<file path="config.mk">
export PLATFORM = sky130hd
export DESIGN_NAME = uart8_transmitter
export DESIGN_NICKNAME = d
export VERILOG_FILES = /design/src/rtl/uart8_transmitter.sv
export SDC_FILE = /design/constraint.sdc
export NUM_CORES = 1
export LEC_CHECK = 0
export ABC_AREA = 1
export ABC_CLOCK_PERIOD_IN_PS = 1900
export BUFFER_PORTS_ARGS = -buffer_cell sky130_fd_sc_hd__buf_2
export CORE_MARGIN = 2
export CORE_UTILIZATION = 56
export DETAILED_ROUTE_END_ITERATION = 6
export PLACE_DENSITY = 0.77
export SLEW_MARGIN = 25
export SYNTH_ARGS = -nofsm -noshare
export SYNTH_HDL_FRONTEND = slang
export SYNTH_SLANG_ARGS = --single-unit
</file>
<file path="constraint.sdc">
create_clock -name clk -period 1.9 [get_ports clk]
set_clock_uncertainty 0.15 [all_clocks]
set_input_delay 0.095 -clock clk [delete_from_list [all_inputs] [get_ports clk]]
set_output_delay 0.095 -clock clk [all_outputs]
set_load 0.005 [all_outputs]
</file>
<file path="src/rtl/uart8_transmitter.sv">
`default_nettype none
// ============================================================================
//  Module      : uart8_transmitter
//  Description : 8-bit UART transmitter. Sends one start bit (low), eight data
//                bits LSB first and one stop bit (high) per accepted request.
//                Every serial bit is held for OVERSAMPLE ticks of clk, where
//                clk runs at OVERSAMPLE x baud. This is the same divided clock
//                the matching 16x receiver uses.
//  Revision    : 1.0 - initial release
// ----------------------------------------------------------------------------
//  Parameters
//    OVERSAMPLE : clk ticks per serial bit; power of two, 4..64 (default 16)
//  Build option
//    UART_TX_TWO_STOP_EN : when defined, the stop interval is two bit times
//                          (2 x OVERSAMPLE ticks). Ports and parameters are
//                          the same in both builds.
//  Ports
//    clk    in   1  tx clock, OVERSAMPLE x baud
//    rst_n  in   1  synchronous active-low reset
//    en     in   1  block enable; low aborts any frame and holds idle
//    start  in   1  transmit request, sampled while busy = 0
//    in     in   8  byte to send, latched on the accept edge
//    out    out  1  serial tx line, idle high
//    busy   out  1  frame in progress
//    done   out  1  one-tick pulse at frame completion
// ============================================================================
module uart8_transmitter #(
    parameter int OVERSAMPLE = 16
) (
    input  logic       clk,
    input  logic       rst_n,
    input  logic       en,
    input  logic       start,
    input  logic [7:0] in,
    output logic       out,
    output logic       busy,
    output logic       done
);

    localparam int c_cnt_w = $clog2(OVERSAMPLE);

    // Elaboration guard on the oversample ratio.
    if ((OVERSAMPLE < 4) || (OVERSAMPLE > 64) ||
        ((OVERSAMPLE & (OVERSAMPLE - 1)) != 0)) begin : g_bad_oversample
        $error("uart8_transmitter: OVERSAMPLE must be a power of two in 4..64");
    end

    typedef enum logic [2:0] {
        RESET     = 3'd0,
        IDLE      = 3'd1,
        START_BIT = 3'd2,
        DATA_BITS = 3'd3,
        STOP_BIT  = 3'd4
    } state_t;

    state_t               state_q, state_d;
    logic [c_cnt_w-1:0]   cnt_q,   cnt_d;
    logic [2:0]           idx_q,   idx_d;
    logic [7:0]           shift_q, shift_d;
    logic                 out_q,   out_d;
    logic                 busy_q,  busy_d;
    logic                 done_q,  done_d;

    logic                 cnt_last;
    logic                 stop_finish;

    // Terminal count is all ones; the counter wraps to zero naturally there.
    assign cnt_last = (cnt_q == {c_cnt_w{1'b1}});

`ifdef UART_TX_TWO_STOP_EN
    // idx_q is reused in STOP_BIT to mark the second stop interval.
    assign stop_finish = cnt_last && (idx_q != 3'd0);
`else
    assign stop_finish = cnt_last;
`endif

    always_comb begin
        state_d = state_q;
        cnt_d   = cnt_q;
        idx_d   = idx_q;
        shift_d = shift_q;
        out_d   = out_q;
        busy_d  = busy_q;
        done_d  = 1'b0;   // done is a single-tick pulse

        case (state_q)
            RESET: begin
                out_d   = 1'b1;
                busy_d  = 1'b0;
                cnt_d   = '0;
                idx_d   = 3'd0;
                shift_d = 8'h00;
                if (en) begin
                    state_d = IDLE;
                end
            end

            IDLE: begin
                out_d = 1'b1;
                if (!en) begin
                    state_d = RESET;
                    busy_d  = 1'b0;
                end else if (start) begin
                    shift_d = in;
                    busy_d  = 1'b1;
                    out_d   = 1'b0;
                    cnt_d   = '0;
                    state_d = START_BIT;
                end
            end

            START_BIT: begin
                if (!en) begin
                    // Line is released by RESET on the following edge.
                    state_d = RESET;
                    busy_d  = 1'b0;
                end else begin
                    cnt_d = c_cnt_w'(cnt_q + 1'b1);
                    if (cnt_last) begin
                        out_d   = shift_q[0];
                        idx_d   = 3'd0;
                        state_d = DATA_BITS;
                    end
                end
            end

            DATA_BITS: begin
                if (!en) begin
                    state_d = RESET;
                    busy_d  = 1'b0;
                end else begin
                    cnt_d = c_cnt_w'(cnt_q + 1'b1);
                    if (cnt_last) begin
                        if (idx_q != 3'd7) begin
                            idx_d = idx_q + 3'd1;
                            out_d = shift_q[idx_q + 3'd1];
                        end else begin
                            idx_d   = 3'd0;
                            out_d   = 1'b1;
                            state_d = STOP_BIT;
                        end
                    end
                end
            end

            STOP_BIT: begin
                out_d = 1'b1;
                if (!en) begin
                    state_d = RESET;
                    busy_d  = 1'b0;
                end else begin
                    cnt_d = c_cnt_w'(cnt_q + 1'b1);
                    if (stop_finish) begin
                        busy_d  = 1'b0;
                        done_d  = 1'b1;
                        state_d = IDLE;
                    end else if (cnt_last) begin
                        // First of two stop intervals has elapsed.
                        idx_d = 3'd1;
                    end
                end
            end

            default: begin
                state_d = RESET;
            end
        endcase
    end

    always_ff @(posedge clk) begin
        if (!rst_n) begin
            state_q <= RESET;
            cnt_q   <= '0;
            idx_q   <= 3'd0;
            shift_q <= 8'h00;
            out_q   <= 1'b1;
            busy_q  <= 1'b0;
            done_q  <= 1'b0;
        end else begin
            state_q <= state_d;
            cnt_q   <= cnt_d;
            idx_q   <= idx_d;
            shift_q <= shift_d;
            out_q   <= out_d;
            busy_q  <= busy_d;
            done_q  <= done_d;
        end
    end

    assign out  = out_q;
    assign busy = busy_q;
    assign done = done_q;

endmodule
`default_nettype wire

</file>
==> impl_metrics.csv, run 1 <==
group,metric,value,unit
placement,io_buffers,14,
synthesis,synth.most_common_cell,"nand2_1",
route,drt_iter0_markers,62,
sta,timing.final.crit_share,0.920,
synthesis,synth_seq_area_share,0.341,
power_and_ir_drop,p_seq_frac,0.337,
sta,grt_setup_unrepaired,"false",
synthesis,synth_top_area_frac,0.341,
global_routing,grt_pass1_vias,1304,
sta,min_period,1750,ps
power_and_ir_drop,sw_frac_of_total,0.487,
clock_network,path_clk_slew,130,ps
clock_network,ctsLongestPathBuffers,2,
layout,fin_nets,229,
clock_network,clock-sinks,21,
power_and_ir_drop,switchingPower,956,uW
synthesis,ys_ff_latch,21,
critical_path,worstPathRequired,1990,ps
route,first_pass_iters,4,
global_routing,antenna_found_initial,0,
power_and_ir_drop,p_leak,0.659,nW
power_and_ir_drop,clkPwrFrac,0.113,
synthesis,synthesis.instances,186,
status,status,"finished, final reports clean",
sta,slew_headroom,0.763,
global_routing,grt_max_degree,13,
layout,fin_util,0.722,
synthesis,syn_nets,201,
power_and_ir_drop,ir_worst_vdd,0.823,mV
die,io_pins,15,
route,vias_per_cell,5.50,
placement,dp_hpwl,2.30,mm
clock_network,cts_made_buffers,3,
synthesis,synth_top_area_cell,"dfxtp_1",
route,antenna_left,0,
critical_path,crit_fanout,7,
synthesis,synth.distinct_cells,23,
critical_path,start_kind,"flip-flop",
synthesis,synthFlopType,"dfxtp_1",
run,cap_violations,0,
sta,max_slew.worst_pin.slew,352,ps
global_routing,grt_pass1_wl,5.50,mm
clock_network,cts_tree,"done",
synthesis,synthArstFlopShare,0,
clock_network,cts.htree.levels,1,
critical_path,path_class,"reg2reg",
global_routing,track_usage,0.276,
die,floorplan.die.height,50.9,um
layout,post_route_cells_drive_above_1_share,0.150,
sta,setup_violations,0,
synthesis,syn_area,1230,um^2
route,num_vias,1319,
power_and_ir_drop,p_int,1.01,mW
clock_network,post_cts.repair.setup_buffers,0,
sta,finalHoldViolCount,0,
clock_network,cts-resized-gates,0,
power_and_ir_drop,p_per_area,1350,nW/um^2
critical_path,cp-end-kind,"flip-flop",
critical_path,arrival,1840,ps
synthesis,ys_top_cells_by_count,"44 x nand2_1, 25 x nand3_1, 21 x dfxtp_1, 20 x nor2_1, 17 x inv_1",
route,drc,0,
clock_network,insertion_delay,300,ps
die,start_util,0.610,
hold_path,min_path_type,"in2reg",
global_routing,grt-ovfl-total,0,
die,design.core.area,2020,um^2
clock_network,root_buffer,"clkbuf_4",
synthesis,avgSynthCellArea,6.63,um^2
sta,final_max_slew_viol_count,0,
power_and_ir_drop,combPwrFrac,0.550,
sta,tns,0,ps
route,wl,3.22,mm
synthesis,synth_edf_count,0,
die,die_w,50.9,um
route,wl_per_cell,13.4,um
sta,fmax,572,MHz
synthesis,yosysWarnings,0,
placement,gp_congestion,1.03,
layout,insertedDiodeCount,0,
die,rows,16,
layout,fillers,187,
synthesis,yosys-top-cells-area,"dfxtp_1 34%, nand2_1 13%, nand3_1 10%",
die,dieArea,2590,um^2
layout,synthToLayoutAreaGrowth,18.4,%
==> area by class of cell <==
type,count,area [um^2],area share
clock buffer,3,22.5,0.0154
multi-input combinational,140,709,0.486
clock inverter,1,5.00,0.00343
sequential,21,420,0.288
tap,27,33.8,0.0232
inverter,22,82.6,0.0566
timing repair buffer,26,185,0.127
==> path summary, 6_finish.rpt <==
check | depth (start not counted) | slack [ps] | endpoint | from
max | 7 | 150 | idx_q[1]$_SDFFE_PN0P_ | cnt_q[0]$_SDFFE_PN0P_
min | 6 | 190 | busy$_SDFFE_PN0P_ | start
max reg2reg | 7 | 150 | idx_q[1]$_SDFFE_PN0P_ | cnt_q[0]$_SDFFE_PN0P_
min reg2reg | 2 | 320 | shift_q[7]$_SDFFE_PN0P_ | shift_q[7]$_SDFFE_PN0P_
==> registers in the layout (all words and copies together), names as in the netlist <==
name	flops
done	1
busy	1
cnt_q	4
state_q	3
out	1
idx_q	3
shift_q	8
==> worst max-delay path, stage by stage (launching register included) <==
cell and delay (ps):
dfxtp_1 390, ha_1 210, nand3_1 230, o21ai_0 220
nand3_1 170, inv_1 140, nor2_1 50, nor2_1 120
==> per-stage QoR <==
| step | worst slack, ps | std cells | hold slack [ps] | total power, mW | cell area (um^2) |
|---|---|---|---|---|---|
| 2_1_floorplan | 457 | 186 | 93.2 | 1.44 | 1230 |
| 3_3_place_gp | 305 | 226 | 183 | 1.65 | 1330 |
| 3_5_place_dp | 222 | 226 | 203 | 1.71 | 1330 |
| 4_1_cts | 199 | 240 | 172 | 1.94 | 1460 |
| 5_1_grt | 32.5 | 240 | 272 | 2.14 | 1460 |
| 6_report | 151 | 240 | 193 | 1.96 | 1460 |
==> per-layer routing <==
metal,vias to the layer above,wire (um),GRT usage,part of all wire
li1,668,-,-,-
met1,590,1390,0.347,0.43
met2,52,1590,0.487,0.50
met3,9,174,0.0322,0.054
met4,0,61,0.0901,0.019
met5,-,0,0,0
==> cells in the final DEF, fill, tap and decap left out <==
cell type       n
clkinv_2        1
nand2_2         1
inv_2           3
dlygate4sd3_1  10
a21boi_2        1
dfxtp_1        21
clkbuf_4        3
nand3b_1        1
nor2_4          5
xor2_1          1
clkinv_1        2
buf_4           2
buf_2          14
ha_1            3
nor3_1          3
nand4_1         5
nand2_1        44
o21ai_0        15
nor2_1         20
nor2_2          1
o211ai_1        1
a21oi_1        13
nand3_1        25
inv_1          17
a21oi_4         1
==> cell families after synthesis <==
group / synth area share
simple gates: 0.396
compound gates: 0.142
buf+inv: 0.0832
flops: 0.341
fa+ha+maj: 0.0305
xor+xnor: 0.00711
==> power groups by stage <==
stage	combinational [mW]	clock (mW)	sequential (mW)
global route	1.21	0.244	0.684
detailed placement	1.03	0	0.671
floorplan	0.780	0	0.660
finish	1.08	0.222	0.661
CTS	1.06	0.229	0.660
global placement	0.988	0	0.665
==> what timing repair did <==
item | CTS | global route
hold endpoints to repair | 16 | 0
hold buffers | 10 | 0
setup endpoints to repair | 0 | 0
Power figures use the tool's default switching activity.
==> run 2, diff against run 1 <==
ABC_CLOCK_PERIOD_IN_PS = 2200   (was 1900)
CORE_UTILIZATION = 60   (was 56)
PLACE_DENSITY = 0.82   (was 0.77)
clock period = 2.2 ns   (was 1.9 ns; I/O delays follow)
==> run 2 against run 1 <==
  * Via count rose by 1.6%
  * Non-clock buffer count fell by 2
  * Sequential share of layout area rose by 0.32 points
  * Count of clock-buffer cells in the layout rose by 1
  * Worst setup slack improved by 320 ps
  * Clock power fell by 11%
  * Sequential cell count did not move
  * Critical path type unchanged
  * Critical endpoint is now out$_SDFFE_PN1P_
  * Highest routed layer unchanged
==> impl_metrics.csv, run 2 (same netlist as run 1, synthesis figures left out) <==
group,metric,value,unit
critical_path,cp-end-kind,"flip-flop",
die,io_pins,15,
sta,grt_setup_unrepaired,"false",
clock_network,cts.htree.levels,1,
route,wl,3.20,mm
layout,largest_register_ffs,8,
layout,fin_cells,238,
die,dieArea,2430,um^2
clock_network,root_buffer,"clkbuf_4",
sta,slew_headroom,0.727,
hold_path,hold_depth,6,
run,cap_violations,0,
clock_network,insertion_delay,320,ps
sta,setup_violations,0,
die,floorplan.die.height,49.3,um
critical_path,reg2reg_from,"state_q[2]$_SDFFE_PN0P_",
layout,regMostFlops,"shift_q",
global_routing,grt_max_degree,12,
sta,setup_slack,470,ps
power_and_ir_drop,ir_worst_vdd,0.803,mV
route,first_pass_iters,4,
critical_path,worstPathRequired,2280,ps
clock_network,cts_hold_buf,10,
layout,fin_nets,227,
clock_network,post_cts.repair.setup_buffers,0,
die,rows,16,
layout,regArea,420,um^2
layout,synthToLayoutAreaGrowth,17.1,%
hold_path,min_from,"start",
critical_path,r2r_setup_slack,470,ps
critical_path,crit_fanout,8,
placement,placed_area,1320,um^2
route,antenna_left,0,
route,drt_iter0_markers,60,
placement,dp_cells,224,
clock_network,cts_tree,"done",
sta,min_period,1730,ps
layout,reg_top3,"shift_q x8, cnt_q x4",
sta,final_max_slew_viol_count,0,
layout,mostFrequentLayoutCells,"44 x nand2_1, 25 x nand3_1, 21 x dfxtp_1",
die,die_w,49.3,um
sta,max_slew.worst_pin.slew,409,ps
placement,dp_hpwl,2.15,mm
critical_path,timing.rr.end,"out$_SDFFE_PN1P_",
hold_path,min_path_type,"in2reg",
layout,final_common_cell,"nand2_1",
clock_network,cts-resized-gates,0,
clock_network,clock-sinks,21,
global_routing,grt_pass1_wl,5.45,mm
layout,fin_util,0.743,
critical_path,reg2regPathDepth,7,
sta,tns,0,ps
status,status,"finished, final reports clean",
layout,fin_area,1440,um^2
power_and_ir_drop,p_per_area,1160,nW/um^2
clock_network,ctsLongestPathBuffers,2,
route,num_vias,1340,
sta,finalHoldViolCount,0,
placement,io_buffers,14,
sta,fmax,578,MHz
route,wl_per_cell,13.5,um
placement,pre_cts_ws,480,ps
sta,whs,132,ps
power_and_ir_drop,total_power,1.67,mW
global_routing,track_usage,0.295,
layout,multiInputGateArea,709,um^2
die,start_util,0.635,
critical_path,start_kind,"flip-flop",
placement,gp_congestion,0.883,
route,drc,0,
global_routing,grt-ovfl-total,0,
global_routing,grt_pass1_vias,1324,
clock_network,path_clk_slew,120,ps
route,vias_per_cell,5.63,
sta,timing.final.crit_share,0.786,
critical_path,arrival,1810,ps
global_routing,antenna_found_initial,0,
die,design.core.area,1940,um^2
critical_path,path_class,"reg2reg",
layout,post_route_cells_drive_above_1_share,0.137,
hold_path,min_to,"busy$_SDFFE_PN0P_",
layout,fillers,183,
power_and_ir_drop,p_leak,0.646,nW
clock_network,cts_made_buffers,3,
layout,insertedDiodeCount,0,
==> run 2: cell count changes in the layout (fill, tap and decap cells not counted), sizes merged <==
cell	change
clkbuf	+1
buf	-2
clkinv	-1
==> run 2: layout make-up <==
cell class,instances,share of cell area
Timing Repair Buffer,24,0.118
Multi-Input combinational cell,140,0.492
Inverter,22,0.0572
Tap cell,27,0.0234
Sequential cell,21,0.291
Clock buffer,4,0.0182
==> run 2: report_power, final <==
group / leakage [nW] / switching (mW) / internal [mW]
Combinational: 0.459 / 0.568 / 0.309
Clock: 0.0150 / 0.127 / 0.0710
Sequential: 0.171 / 0.111 / 0.482
Total: 0.646 / 0.807 / 0.862
==> run 2: worst max-delay path: stages (launching register included) <==
cell and delay (ps):
dfxtp_1 590, inv_1 150, nor2_1 330, nor2_1 100, nand2_1 80, o21ai_0 80
nand3b_1 100, nand2_1 50
==> run 2: layer usage <==
layer / wire [um] / track usage / vias to the layer above / share of wire
li1: - / - / 669 / -
met1: 1320 / 0.320 / 611 / 0.41
met2: 1670 / 0.561 / 49 / 0.52
met3: 122 / 0.0368 / 11 / 0.038
met4: 97 / 0.133 / 0 / 0.030
met5: 0 / 0 / - / 0
==> run 2: worst max path at each step <==
| stage | to | slack, ps | start | cells after the start |
|---|---|---|---|---|
| floorplan | idx_q[2]$_SDFFE_PN0P_ | 760 | cnt_q[0]$_SDFFE_PN0P_ | 6 |
| global placement | out$_SDFFE_PN1P_ | 520 | state_q[2]$_SDFFE_PN0P_ | 7 |
| detailed placement | out$_SDFFE_PN1P_ | 480 | state_q[2]$_SDFFE_PN0P_ | 7 |
| CTS | out$_SDFFE_PN1P_ | 460 | state_q[2]$_SDFFE_PN0P_ | 7 |
| finish | out$_SDFFE_PN1P_ | 470 | state_q[2]$_SDFFE_PN0P_ | 7 |
| global route | idx_q[2]$_SDFFE_PN0P_ | 260 | cnt_q[0]$_SDFFE_PN0P_ | 6 |
==> run 3, diff against run 2 <==
ABC_CLOCK_PERIOD_IN_PS = 1550   (was 2200)
CORE_UTILIZATION = 51   (was 60)
PLACE_DENSITY = 0.74   (was 0.82)
clock period = 1.55 ns   (was 2.2 ns; I/O delays follow)
==> run 3 against run 2 <==
  * Hold slack better by 39 ps
  * Die area is 16% higher
  * Core utilization down 4.8 points
  * Sequential share of layout area shrank 1.8 points
  * Via count is 2.3% higher
  * Critical path depth did not move
  * Sequential cell count stayed put
  * Combinational power rose by 63%
  * Non-clock buffer count rose by 11
  * Largest cell class unchanged
  * Critical path type unchanged
  * Count of clock-buffer cells in the layout is the same
  * First-iteration DRC count rose by 5.0%
==> impl_metrics.csv, run 3 (same netlist as run 1, synthesis figures left out) <==
group,metric,value,unit
global_routing,grt_pass1_vias,1284,
route,vias_per_cell,5.48,
route,antenna_left,0,
power_and_ir_drop,sw_frac_of_total,0.472,
route,first_pass_iters,4,
sta,grt_setup_unrepaired,"true",
layout,regMostFlops,"shift_q",
power_and_ir_drop,p_per_area,1620,nW/um^2
clock_network,cts_tree,"done",
sta,tns,0,ps
clock_network,path_clk_slew,120,ps
clock_network,clock-sinks,21,
global_routing,grt_max_degree,12,
sta,setup_violations,0,
die,design.core.area,2250,um^2
critical_path,critPathMaxStageDelay,330,ps
clock_network,insertion_delay,310,ps
sta,final_max_slew_viol_count,0,
global_routing,grt_pass1_wl,5.45,mm
power_and_ir_drop,p_int,1.34,mW
layout,fin_cells,250,
sta,finalHoldViolCount,0,
status,status,"finished, final reports clean",
route,drt_iter0_markers,63,
critical_path,crit_fanout,2,
die,dieArea,2830,um^2
layout,fin_area,1570,um^2
power_and_ir_drop,total_power,2.55,mW
power_and_ir_drop,clkPwrFrac,0.109,
power_and_ir_drop,p_leak,0.701,nW
power_and_ir_drop,ir_worst_vdd,1.46,mV
critical_path,arrival,1570,ps
global_routing,antenna_found_initial,0,
placement,dp_hpwl,2.31,mm
placement,dp_cells,233,
sta,min_period,1490,ps
global_routing,track_usage,0.269,
sta,slew_headroom,0.821,
global_routing,grt-ovfl-total,0,
clock_network,cts_made_buffers,3,
die,die_w,53.2,um
sta,max_slew.worst_pin.slew,267,ps
critical_path,worstPathRequired,1620,ps
placement,gp_congestion,0.964,
die,start_util,0.547,
route,num_vias,1371,
power_and_ir_drop,switchingPower,1.20,mW
power_and_ir_drop,combPwrFrac,0.560,
layout,synthToLayoutAreaGrowth,27.2,%
hold_path,min_path_type,"in2reg",
layout,mostFrequentLayoutCells,"44 x nand2_1, 23 x nand3_1, 20 x nor2_1",
clock_network,root_buffer,"clkbuf_4",
sta,timing.final.crit_share,0.964,
critical_path,start_kind,"flip-flop",
layout,largest_register_ffs,8,
sta,fmax,669,MHz
run,cap_violations,0,
critical_path,cp-end-kind,"flip-flop",
layout,post_route_cells_drive_above_1_share,0.230,
placement,io_buffers,14,
clock_network,cts.htree.levels,1,
clock_network,ctsLongestPathBuffers,2,
critical_path,path_cells,"ha_1 > ha_1 > inv_1 > nand3_1 > nand3_1 > nand3b_1 > nand2_1",
layout,reg_top3,"shift_q x8, cnt_q x4",
route,wl_per_cell,12.8,um
power_and_ir_drop,p_seq_frac,0.331,
route,drc,0,
die,floorplan.die.height,53.2,um
layout,final_common_cell,"nand2_1",
critical_path,cp_slowest_cell,"dfxtp_1",
route,wl,3.20,mm
layout,insertedDiodeCount,0,
die,io_pins,15,
placement,placed_area,1380,um^2
layout,fin_nets,238,
die,rows,17,
critical_path,path_class,"reg2reg",
-- run 3: worst max-delay path, delay by kind of cell (launching register included) --
kind / cells / cell delay, ps
and+or+nand+nor: 4 / 360
adders and majority gates: 2 / 500
buffers and inverters: 1 / 70
DFF: 1 / 330
-- run 3: power groups by stage --
| stage | logic [mW] | registers, mW | clock network [mW] |
|---|---|---|---|
| floorplan | 0.956 | 0.810 | 0 |
| global placement | 1.24 | 0.819 | 0 |
| detailed placement | 1.29 | 0.824 | 0 |
| CTS | 1.32 | 0.811 | 0.277 |
| global route | 1.62 | 0.858 | 0.299 |
| finish | 1.43 | 0.843 | 0.278 |
-- run 3: final cells by class --
cell class | instances | area, um^2
multi-input cells | 140 | 738
fillers | 198 | 687
flip-flops and latches | 21 | 428
repair buffers | 35 | 255
inverters | 22 | 85.1
well taps | 28 | 35.0
clock buffers | 4 | 26.3
-- run 3: what timing repair did --
item | in CTS | in global routing
pin swaps | 0 | 4
endpoints found under the setup margin | 5 | 20
setup buffers | 0 | 3
hold endpoints to repair | 17 | 0
hold buffers | 10 | 0
resized for setup | 2 | 19
-- run 3: final timing paths --
| check | startpoint | slack, ps | endpoint | depth (start not counted) |
|---|---|---|---|---|
| worst max register to register | idx_q[0]$_SDFFE_PN0P_ | 60 | out$_SDFFE_PN1P_ | 7 |
| worst min-delay path | start | 170 | out$_SDFFE_PN1P_ | 7 |
| worst max-delay path | idx_q[0]$_SDFFE_PN0P_ | 60 | out$_SDFFE_PN1P_ | 7 |
| worst min register to register | shift_q[7]$_SDFFE_PN0P_ | 330 | shift_q[7]$_SDFFE_PN0P_ | 2 |
-- run 3: routing by layer --
layer  vias up  track usage  part of all wire
met1       627        0.338              0.44
met3         5       0.0480             0.063
met2        49        0.450              0.49
met5         -            0                 0
li1        690            -                 -
met4         0        0.111             0.015
-- run 3: per-stage QoR --
stage                util  setup slack, ps  hold slack, ps
global route        0.695            -10.9             229
floorplan               -              107            75.7
CTS                 0.669             4.42             151
detailed placement  0.611            -58.6             175
finish              0.695             55.2             171
global placement    0.611            -14.3             166
